===== config.mk =====
export PLATFORM = sky130hd
export DESIGN_NAME = mem_port_arbiter
export DESIGN_NICKNAME = d
export VERILOG_FILES = /design/src/rtl/mem_port_arbiter_pkg.sv /design/src/rtl/mem_port_arbiter.sv
export SDC_FILE = /design/constraint.sdc
export NUM_CORES = 1
export LEC_CHECK = 0
export CORE_MARGIN = 5
export CORE_UTILIZATION = 44
export DETAILED_ROUTE_END_ITERATION = 10
export PLACE_DENSITY_LB_ADDON = 0.08
export SLEW_MARGIN = 5
export SYNTH_ARGS = -nofsm -noshare
export SYNTH_HDL_FRONTEND = slang
export SYNTH_SLANG_ARGS = --single-unit
export TNS_END_PERCENT = 30

===== constraint.sdc =====
create_clock -name clk_i -period 2.5 [get_ports clk_i]
set_input_delay 0.375 -clock clk_i [delete_from_list [all_inputs] [get_ports clk_i]]
set_output_delay 0.375 -clock clk_i [all_outputs]
set_load 0.01 [all_outputs]

===== src/rtl/mem_port_arbiter_pkg.sv =====
// Shared types and constants for the IF/D memory-port arbiter.
// Owner encoding and counter width are used by both the RTL and anyone decoding state.
package mem_port_arbiter_pkg;

  typedef enum logic [1:0] {
    IDLE = 2'd0,
    BUSY = 2'd1,
    RESP = 2'd2
  } state_e;

  localparam logic OWN_IF = 1'b0;
  localparam logic OWN_D  = 1'b1;

  localparam int STARVE_CNT_W = 4;

endpackage


===== src/rtl/mem_port_arbiter.sv =====
// Arbitrates a single-ported, variable-latency memory between instruction fetch (IF)
// and data access (D): fixed priority to D, with a starvation counter forcing IF through.
module mem_port_arbiter
  import mem_port_arbiter_pkg::*;
#(
  parameter int ADDR_W     = 32,
  parameter int DATA_W     = 32,
  parameter int STARVE_MAX = 4
) (
  input  logic              clk_i,
  input  logic              rst_i,
  // instruction-fetch requester
  input  logic              if_req_i,
  input  logic [ADDR_W-1:0] if_addr_i,
  output logic              if_ack_o,
  output logic [DATA_W-1:0] if_rdata_o,
  // data requester
  input  logic              d_req_i,
  input  logic              d_we_i,
  input  logic [ADDR_W-1:0] d_addr_i,
  input  logic [DATA_W-1:0] d_wdata_i,
  output logic              d_ack_o,
  output logic [DATA_W-1:0] d_rdata_o,
  // shared memory
  output logic              mem_req_o,
  output logic              mem_we_o,
  output logic [ADDR_W-1:0] mem_addr_o,
  output logic [DATA_W-1:0] mem_wdata_o,
  input  logic [DATA_W-1:0] mem_rdata_i,
  input  logic              mem_ready_i,
  // pipeline stall
  output logic              stall_o
);

  localparam logic [STARVE_CNT_W-1:0] STARVE_LIM = STARVE_CNT_W'(STARVE_MAX);

  state_e                  state_q, state_d;
  logic                    owner_q, owner_d;
  logic                    we_q, we_d;
  logic [ADDR_W-1:0]       addr_q, addr_d;
  logic [DATA_W-1:0]       wdata_q, wdata_d;
  logic [DATA_W-1:0]       if_rdata_q, if_rdata_d;
  logic [DATA_W-1:0]       d_rdata_q, d_rdata_d;
  logic [STARVE_CNT_W-1:0] starve_q, starve_d;

  logic starved;
  logic grant_d;
  logic grant_if;

  // D wins unless IF is also waiting and has already lost STARVE_MAX times in a row.
  always_comb begin
    starved  = (starve_q == STARVE_LIM);
    grant_d  = d_req_i & ~(if_req_i & starved);
    grant_if = if_req_i & ~grant_d;
  end

  always_ff @(posedge clk_i) begin
    if (rst_i) begin
      state_q    <= IDLE;
      owner_q    <= OWN_IF;
      we_q       <= 1'b0;
      addr_q     <= '0;
      wdata_q    <= '0;
      if_rdata_q <= '0;
      d_rdata_q  <= '0;
      starve_q   <= '0;
    end else begin
      state_q    <= state_d;
      owner_q    <= owner_d;
      we_q       <= we_d;
      addr_q     <= addr_d;
      wdata_q    <= wdata_d;
      if_rdata_q <= if_rdata_d;
      d_rdata_q  <= d_rdata_d;
      starve_q   <= starve_d;
    end
  end

  always_comb begin
    state_d    = state_q;
    owner_d    = owner_q;
    we_d       = we_q;
    addr_d     = addr_q;
    wdata_d    = wdata_q;
    if_rdata_d = if_rdata_q;
    d_rdata_d  = d_rdata_q;
    starve_d   = starve_q;

    case (state_q)
      IDLE: begin
        if (grant_d) begin
          state_d = BUSY;
          owner_d = OWN_D;
          addr_d  = d_addr_i;
          we_d    = d_we_i;
          wdata_d = d_wdata_i;
          if (if_req_i && !starved) begin
            starve_d = starve_q + STARVE_CNT_W'(1);
          end
        end else if (grant_if) begin
          state_d  = BUSY;
          owner_d  = OWN_IF;
          addr_d   = if_addr_i;
          we_d     = 1'b0;
          wdata_d  = '0;
          starve_d = '0;
        end
      end

      BUSY: begin
        if (mem_ready_i) begin
          state_d = RESP;
          if (owner_q == OWN_IF) begin
            if_rdata_d = mem_rdata_i;
          end else if (!we_q) begin
            d_rdata_d = mem_rdata_i;
          end
        end
      end

      RESP: begin
        state_d = IDLE;
      end

      default: begin
        state_d = IDLE;
      end
    endcase
  end

  // Stall drops in the ack cycle itself so the pipeline advances with the returned data.
  always_comb begin
    mem_req_o   = (state_q == BUSY);
    mem_we_o    = (state_q == BUSY) & we_q;
    mem_addr_o  = addr_q;
    mem_wdata_o = wdata_q;
    if_ack_o    = (state_q == RESP) & (owner_q == OWN_IF);
    d_ack_o     = (state_q == RESP) & (owner_q == OWN_D);
    if_rdata_o  = if_rdata_q;
    d_rdata_o   = d_rdata_q;
    stall_o     = (if_req_i & ~if_ack_o) | (d_req_i & ~d_ack_o);
  end

endmodule


==> load_flow_metrics.sql, run 1 <==
INSERT INTO impl_metrics (metric_group, metric, value, unit) VALUES
('final_layout', 'layout.nets', '1045', ''),
('sta', 'period_share', '94.3', '%'),
('sta', 'slew_headroom', '31.8', '%'),
('route', 'postRouteWirelength', '19300', 'um'),
('critical_path', 'worst-endpoint-required', '2.12', 'ns'),
('grt', 'antenna_found_initial', '0', ''),
('sta', 'fmax', '0.424', 'GHz'),
('final_layout', 'fin_cells', '1093', ''),
('final_layout', 'layout-area-overhead-vs-synth', '60.0', '%'),
('place', 'placed_area', '8280', 'um2'),
('run', 'cap_viol_max_count', '0', ''),
('place', 'port_buffers', '266', ''),
('synthesis', 'synthMostInstantiatedCell', 'sky130_fd_sc_hd__dfxtp_1', ''),
('place', 'detailed_place_hpwl', '13200', 'um'),
('floorplan', 'placement_rows', '41', ''),
('clock_tree', 'cts_tree', 'done', ''),
('critical_path', 'critical_path_launch_point_type', 'register', ''),
('min_path', 'min_delay_worst_endpoint', 'owner_q$_SDFFE_PP0P_', ''),
('power', 'static-leakage-power', '3.07', 'nW'),
('outcome', 'status', 'completed', ''),
('final_layout', 'finish.instance_area', '8930', 'um2'),
('place', 'placedCellCount', '1062', ''),
('synthesis', 'async_reset_ff_share', '0', '%'),
('synthesis', 'synth_enable_flop_cells', '0', ''),
('place', 'globalplace.congestion', '0.836', ''),
('critical_path', 'crit-reg2reg-launch', 'state_q[1]$_SDFFE_PP0P_', ''),
('grt', 'pin_count_of_the_biggest_net_entering_global_routing', '67', ''),
('synthesis', 'synth_warnings', '0', ''),
('synthesis', 'synth_seq_area_share', '48.8', '%'),
('power', 'fin_total_pwr', '0.00610', 'W'),
('clock_tree', 'clock_insertion_delay_worst_skew', '0.41', 'ns'),
('synthesis', 'yosysTopAreaCell', 'sky130_fd_sc_hd__dfxtp_1', ''),
('sta', 'tightest_slew', '1.02', 'ns'),
('route', 'drtPass1Iterations', '5', ''),
('critical_path', 'cp_slowest_stage_delay', '0.51', 'ns'),
('critical_path', 'slowest_stage', 'sky130_fd_sc_hd__clkdlybuf4s50_1', ''),
('route', 'routed_via_density', '5.59', ''),
('clock_tree', 'clock_tree.buffer_depth', '2', ''),
('floorplan', 'coreArea', '12500', 'um2'),
('sta', 'setup-violations-final', '0', ''),
('route', 'drt_first_iter_violations', '581', ''),
('sta', 'clock-skew-final', '0.00726', 'ns'),
('synthesis', 'yosys-top-cells-area', 'sky130_fd_sc_hd__dfxtp_1 (49%), sky130_fd_sc_hd__a21oi_1 (12%), sky130_fd_sc_hd__o21ai_0 (6.1%), sky130_fd_sc_hd__nand3_1 (6.0%), sky130_fd_sc_hd__a311oi_1 (5.0%)', ''),
('final_layout', 'n_antenna_cell', '0', ''),
('synthesis', 'mappedNetlistNets', '821', ''),
('floorplan', 'die_width', '123', 'um'),
('min_path', 'hold_start', 'd_req_i', ''),
('critical_path', 'path_delay_family', 'buffers and inverters', ''),
('sta', 'finalCriticalPeriod', '2.36', 'ns'),
('synthesis', 'avgSynthCellArea', '8.15', 'um2'),
('synthesis', 'ys_seq_elements', '136', ''),
('grt', 'global_route_wire_length_before_repair', '30300', 'um'),
('synthesis', 'synth_top_flop_cell', 'sky130_fd_sc_hd__dfxtp_1', ''),
('sta', 'timing.setup.tns', '0', 'ns'),
('clock_tree', 'cts.sinks', '136', ''),
('floorplan', 'ioPinCount', '267', ''),
('floorplan', 'initial_core_util', '44.6', '%'),
('final_layout', 'num-fill-cells', '1020', ''),
('grt', 'grt_overflow_total', '0', ''),
('synthesis', 'yosysTopAreaCellShare', '48.8', '%'),
('critical_path', 'worst_r2r_endpoint', 'mem_addr_o[10]$_SDFFE_PP0P_', ''),
('critical_path', 'timing.critical_path.arrival', '1.98', 'ns'),
('sta', 'final_slew_viol_count', '0', ''),
('sta', 'grt_setup_unrepaired', 'no', ''),
('floorplan', 'die_h', '123', 'um'),
('final_layout', 'post_route_cells_drive_above_1_share', '6.41', '%'),
('power', 'power_density', '683', 'nW/um2'),
('route', 'route.detailed.wl_per_inst', '17.7', 'um'),
('power', 'ir_worst_vdd', '0.000441', 'V'),
('clock_tree', 'cts_root_buffer', 'sky130_fd_sc_hd__clkbuf_16', ''),
('clock_tree', 'tritoncts_buffers', '17', '');
[stage by stage]
stage | hold WS, ns | setup WS (ns)
final | 0.375 | 0.143
after detailed placement | 0.448 | 0.408
after global routing | 0.392 | 0.0363
after global placement | 0.442 | 0.412
after CTS | 0.359 | 0.105
after floorplan | 0.462 | 1.07
[worst reg2reg max path, cell delays in order (launching register included)]
cell and delay, ns:
sky130_fd_sc_hd__dfxtp_1 0.30, sky130_fd_sc_hd__buf_4 0.16, sky130_fd_sc_hd__nor2_4 0.11, sky130_fd_sc_hd__buf_4 0.55
sky130_fd_sc_hd__a21oi_1 0.22, sky130_fd_sc_hd__a311oi_1 0.33
[kinds of logic after synthesis]
logic type | synth area share (%)
simple gates | 18.0
fa+ha+maj | 0.448
flops | 48.8
buf+inv | 6.66
compound gates | 26.1
[report_power, final]
| group | total, W | switching, W | internal, W |
|---|---|---|---|
| Clock | 0.00271 | 0.000888 | 0.00182 |
| Sequential | 0.00237 | 0.0000722 | 0.00230 |
| Combinational | 0.00102 | 0.000490 | 0.000533 |
| Total | 0.00610 | 0.00145 | 0.00465 |
[flip-flops by register name, summed over array words and instances, names as in the netlist]
| register | cells |
|---|---|
| d_rdata_o | 32 |
| if_rdata_o | 32 |
| mem_addr_o | 32 |
| mem_wdata_o | 32 |
| starve_q | 4 |
| state_q | 2 |
| owner_q | 1 |
| we_q | 1 |
[area by class of cell]
class	count	area [um2]	area share [%]
Multi-Input combinational cell	464	2500	28.0
Tap cell	172	215	2.41
Timing Repair Buffer	286	2830	31.7
Clock inverter	7	138	1.54
Sequential cell	136	2720	30.5
Inverter	4	15.0	0.168
Clock buffer	24	512	5.73
[per-layer routing]
| layer | share of wire [%] | vias up | GRT usage [%] |
|---|---|---|---|
| met3 | 9.7 | 45 | 9.26 |
| met2 | 49 | 262 | 41.8 |
| met5 | 0 | - | 0 |
| li1 | - | 2939 | - |
| met1 | 38 | 2868 | 29.1 |
| met4 | 3.7 | 0 | 11.9 |
[worst max path at each step]
stage	from	to	slack, ns	depth (start not counted)
floorplan	state_q[1]$_SDFFE_PP0P_	stall_o	1.07	3
global placement	if_req_i	stall_o	0.41	4
detailed placement	if_req_i	stall_o	0.41	4
CTS	state_q[0]$_SDFFE_PP0P_	stall_o	0.11	3
global route	state_q[0]$_SDFFE_PP0P_	stall_o	0.04	3
finish	state_q[0]$_SDFFE_PP0P_	stall_o	0.14	3
[layout by cell type, fill, tap and decap left out, types with 19 or more instances in the layout]
cell type,count
sky130_fd_sc_hd__nand3_1,67
sky130_fd_sc_hd__a21oi_1,133
sky130_fd_sc_hd__o21ai_0,68
sky130_fd_sc_hd__clkdlybuf4s50_1,264
sky130_fd_sc_hd__a311oi_1,32
sky130_fd_sc_hd__o21ai_1,30
sky130_fd_sc_hd__nand4_1,35
sky130_fd_sc_hd__dfxtp_1,136
sky130_fd_sc_hd__buf_4,19
sky130_fd_sc_hd__nand2_1,68
(Power assumes the default switching activity.)
==> run 2, diff against run 1 <==
Settings changed: CTS_CLUSTER_SIZE set to 40.
Clock period 2.5 ns to 3.1 ns, I/O delays scaled along.
==> run 2 against run 1 <==
Against the previous run: power fell by 24%; critical path type unchanged; via count rose by 0.88%; sequential power fell by 19%; clock-buffer cell count rose by 2; register-to-register slack improved by 0.22 ns; die area did not move; design area fell by 1.6%; sequential cell count did not move; first-iteration DRC count fell by 8.6%; setup slack improved by 0.46 ns; utilization fell by 1.1 points; routed wire length fell by 1.5%.
==> load_flow_metrics.sql, run 2 (synthesis gave the netlist of run 1 again) <==
INSERT INTO impl_metrics (metric_group, metric, value, unit) VALUES
('critical_path', 'path_max_fanout', '11', ''),
('floorplan', 'total_die_area', '15000', 'um2'),
('floorplan', 'die_width', '123', 'um'),
('sta', 'finalHoldViolations', '0', ''),
('grt', 'pin_count_of_the_biggest_net_entering_global_routing', '75', ''),
('floorplan', 'initial_core_util', '44.6', '%'),
('grt', 'grt.total_usage', '24.7', '%'),
('critical_path', 'cp-startpoint', 'state_q[1]$_SDFFE_PP0P_', ''),
('route', 'route.detailed.wl_per_inst', '17.6', 'um'),
('sta', 'layout_setup_ws', '0.605', 'ns'),
('clock_tree', 'cts_hold_buf', '0', ''),
('critical_path', 'critPathKind', 'register to primary output', ''),
('route', 'postRouteWirelength', '19000', 'um'),
('clock_tree', 'clock_insertion_delay_worst_skew', '0.40', 'ns'),
('clock_tree', 'tritoncts_buffers', '17', ''),
('route', 'drtPass1Iterations', '5', ''),
('final_layout', 'fin_cells', '1085', ''),
('place', 'globalplace.congestion', '0.844', ''),
('route', 'ant_nets', '0', ''),
('grt', 'groute.layer.met2.usage', '40.2', '%'),
('grt', 'groute.layer.met1.usage', '29.9', '%'),
('final_layout', 'layout.cells.most_common', 'sky130_fd_sc_hd__clkdlybuf4s50_1', ''),
('final_layout', 'multi_input_comb_area', '2500', 'um2'),
('route', 'detail_route.drc_violations', '0', ''),
('sta', 'period_share', '80.5', '%'),
('grt', 'antenna_found_initial', '0', ''),
('clock_tree', 'cts_tree', 'done', ''),
('outcome', 'status', 'completed', ''),
('sta', 'final_slew_viol_count', '0', ''),
('clock_tree', 'cts.sinks', '136', ''),
('grt', 'global_route_wire_length_before_repair', '29700', 'um'),
('final_layout', 'layout.nets', '1039', ''),
('power', 'static-leakage-power', '3.00', 'nW'),
('sta', 'slew_headroom', '20.6', '%'),
('critical_path', 'worst-endpoint-required', '2.63', 'ns'),
('route', 'routed_via_density', '5.68', ''),
('route', 'detailroute.via_count', '6168', ''),
('route', 'drt_first_iter_violations', '531', ''),
('place', 'port_buffers', '266', ''),
('final_layout', 'layout.cells.most_common_list', 'sky130_fd_sc_hd__clkdlybuf4s50_1 (264), sky130_fd_sc_hd__dfxtp_1 (136), sky130_fd_sc_hd__a21oi_1 (133), sky130_fd_sc_hd__o21ai_0 (68), sky130_fd_sc_hd__nand2_1 (68)', ''),
('place', 'pre_cts_slack', '0.455', 'ns'),
('power', 'power_density', '531', 'nW/um2'),
('sta', 'grt_setup_unrepaired', 'no', ''),
('clock_tree', 'postCtsSetupBuffers', '0', ''),
('sta', 'finalCriticalPeriod', '2.50', 'ns'),
('final_layout', 'n_antenna_cell', '0', ''),
('run', 'cap_viol_max_count', '0', ''),
('final_layout', 'layout-area-overhead-vs-synth', '57.4', '%'),
('critical_path', 'critical_path_launch_point_type', 'register', ''),
('final_layout', 'num-fill-cells', '1013', ''),
('final_layout', 'seq_area', '2720', 'um2'),
('critical_path', 'crit-reg2reg-launch', 'state_q[1]$_SDFFE_PP0P_', ''),
('floorplan', 'coreArea', '12500', 'um2'),
('sta', 'tightest_slew', '1.19', 'ns'),
('grt', 'grt_overflow_total', '0', ''),
('clock_tree', 'clock_tree.buffer_depth', '2', ''),
('final_layout', 'post_route_cells_drive_above_1_share', '5.15', '%'),
('floorplan', 'ioPinCount', '267', ''),
('min_path', 'hold_start', 'if_rdata_o[18]$_SDFFE_PP0P_', ''),
('place', 'placedCellCount', '1056', ''),
('clock_tree', 'cts-resized-gates', '0', ''),
('clock_tree', 'clk_pin_slew_worst_paths', '0.05', 'ns'),
('power', 'fin_total_pwr', '0.00467', 'W'),
('critical_path', 'timing.critical_path.arrival', '2.03', 'ns'),
('sta', 'timing.setup.tns', '0', 'ns'),
('grt', 'grt_util_met3', '8.62', '%'),
('place', 'detailed_place_hpwl', '12900', 'um'),
('min_path', 'min_delay_worst_type', 'register to register', ''),
('sta', 'fmax', '0.401', 'GHz'),
('sta', 'setup-violations-final', '0', ''),
('critical_path', 'crit_path_end_kind', 'primary output', ''),
('sta', 'clock-skew-final', '0.00528', 'ns'),
('clock_tree', 'max_h_tree_level', '4', ''),
('grt', 'gr_busiest_metal', 'met2', ''),
('floorplan', 'placement_rows', '41', ''),
('power', 'ir_worst_vdd', '0.000322', 'V'),
('grt', 'first_global_vias', '5855', ''),
('floorplan', 'die_h', '123', 'um'),
('clock_tree', 'cts_root_buffer', 'sky130_fd_sc_hd__clkbuf_16', '');
[run 2: power breakdown]
part | total, W | switching, W | internal [W]
Sequential | 0.00191 | 0.0000599 | 0.00185
Clock | 0.00193 | 0.000679 | 0.00126
Combinational | 0.000818 | 0.000392 | 0.000425
Total | 0.00467 | 0.00113 | 0.00353
[run 2: critical path, cell delays in order, from the launching register on]
cell and delay (ns):
sky130_fd_sc_hd__dfxtp_1 0.54, sky130_fd_sc_hd__nor3b_1 0.42, sky130_fd_sc_hd__o22ai_1 0.16, sky130_fd_sc_hd__clkdlybuf4s50_1 0.51
[run 2: final cells by class]
cell class,count,area share [%]
clock buffers,26,5.68
inverters,4,0.171
well taps,172,2.45
clock inverters,3,0.741
multi-input cells,464,28.4
flip-flops and latches,136,31.0
repair buffers,280,31.6
[run 2: layer usage]
| metal | up-vias | part of all wire [%] |
|---|---|---|
| met1 | 2920 | 39 |
| met4 | 0 | 2.9 |
| li1 | 2938 | - |
| met3 | 36 | 9.5 |
| met5 | - | 0 |
| met2 | 274 | 48 |
[run 2: worst paths after layout]
| check | depth (start not counted) | end | slack, ns |
|---|---|---|---|
| worst min register to register | 2 | if_rdata_o[18]$_SDFFE_PP0P_ | 0.45 |
| worst max register to register | 4 | mem_addr_o[7]$_SDFFE_PP0P_ | 0.94 |
| worst min-delay path | 2 | if_rdata_o[18]$_SDFFE_PP0P_ | 0.45 |
| worst max-delay path | 3 | stall_o | 0.60 |
[run 2: metrics by stage]
stage	cell area [um2]	hold WS, ns	util, %
2_1_floorplan	5580	0.462	-
3_3_place_gp	8220	0.441	65.7
3_5_place_dp	8220	0.447	65.7
4_1_cts	8790	0.455	70.2
5_1_grt	8790	0.471	70.2
6_report	8790	0.452	70.2
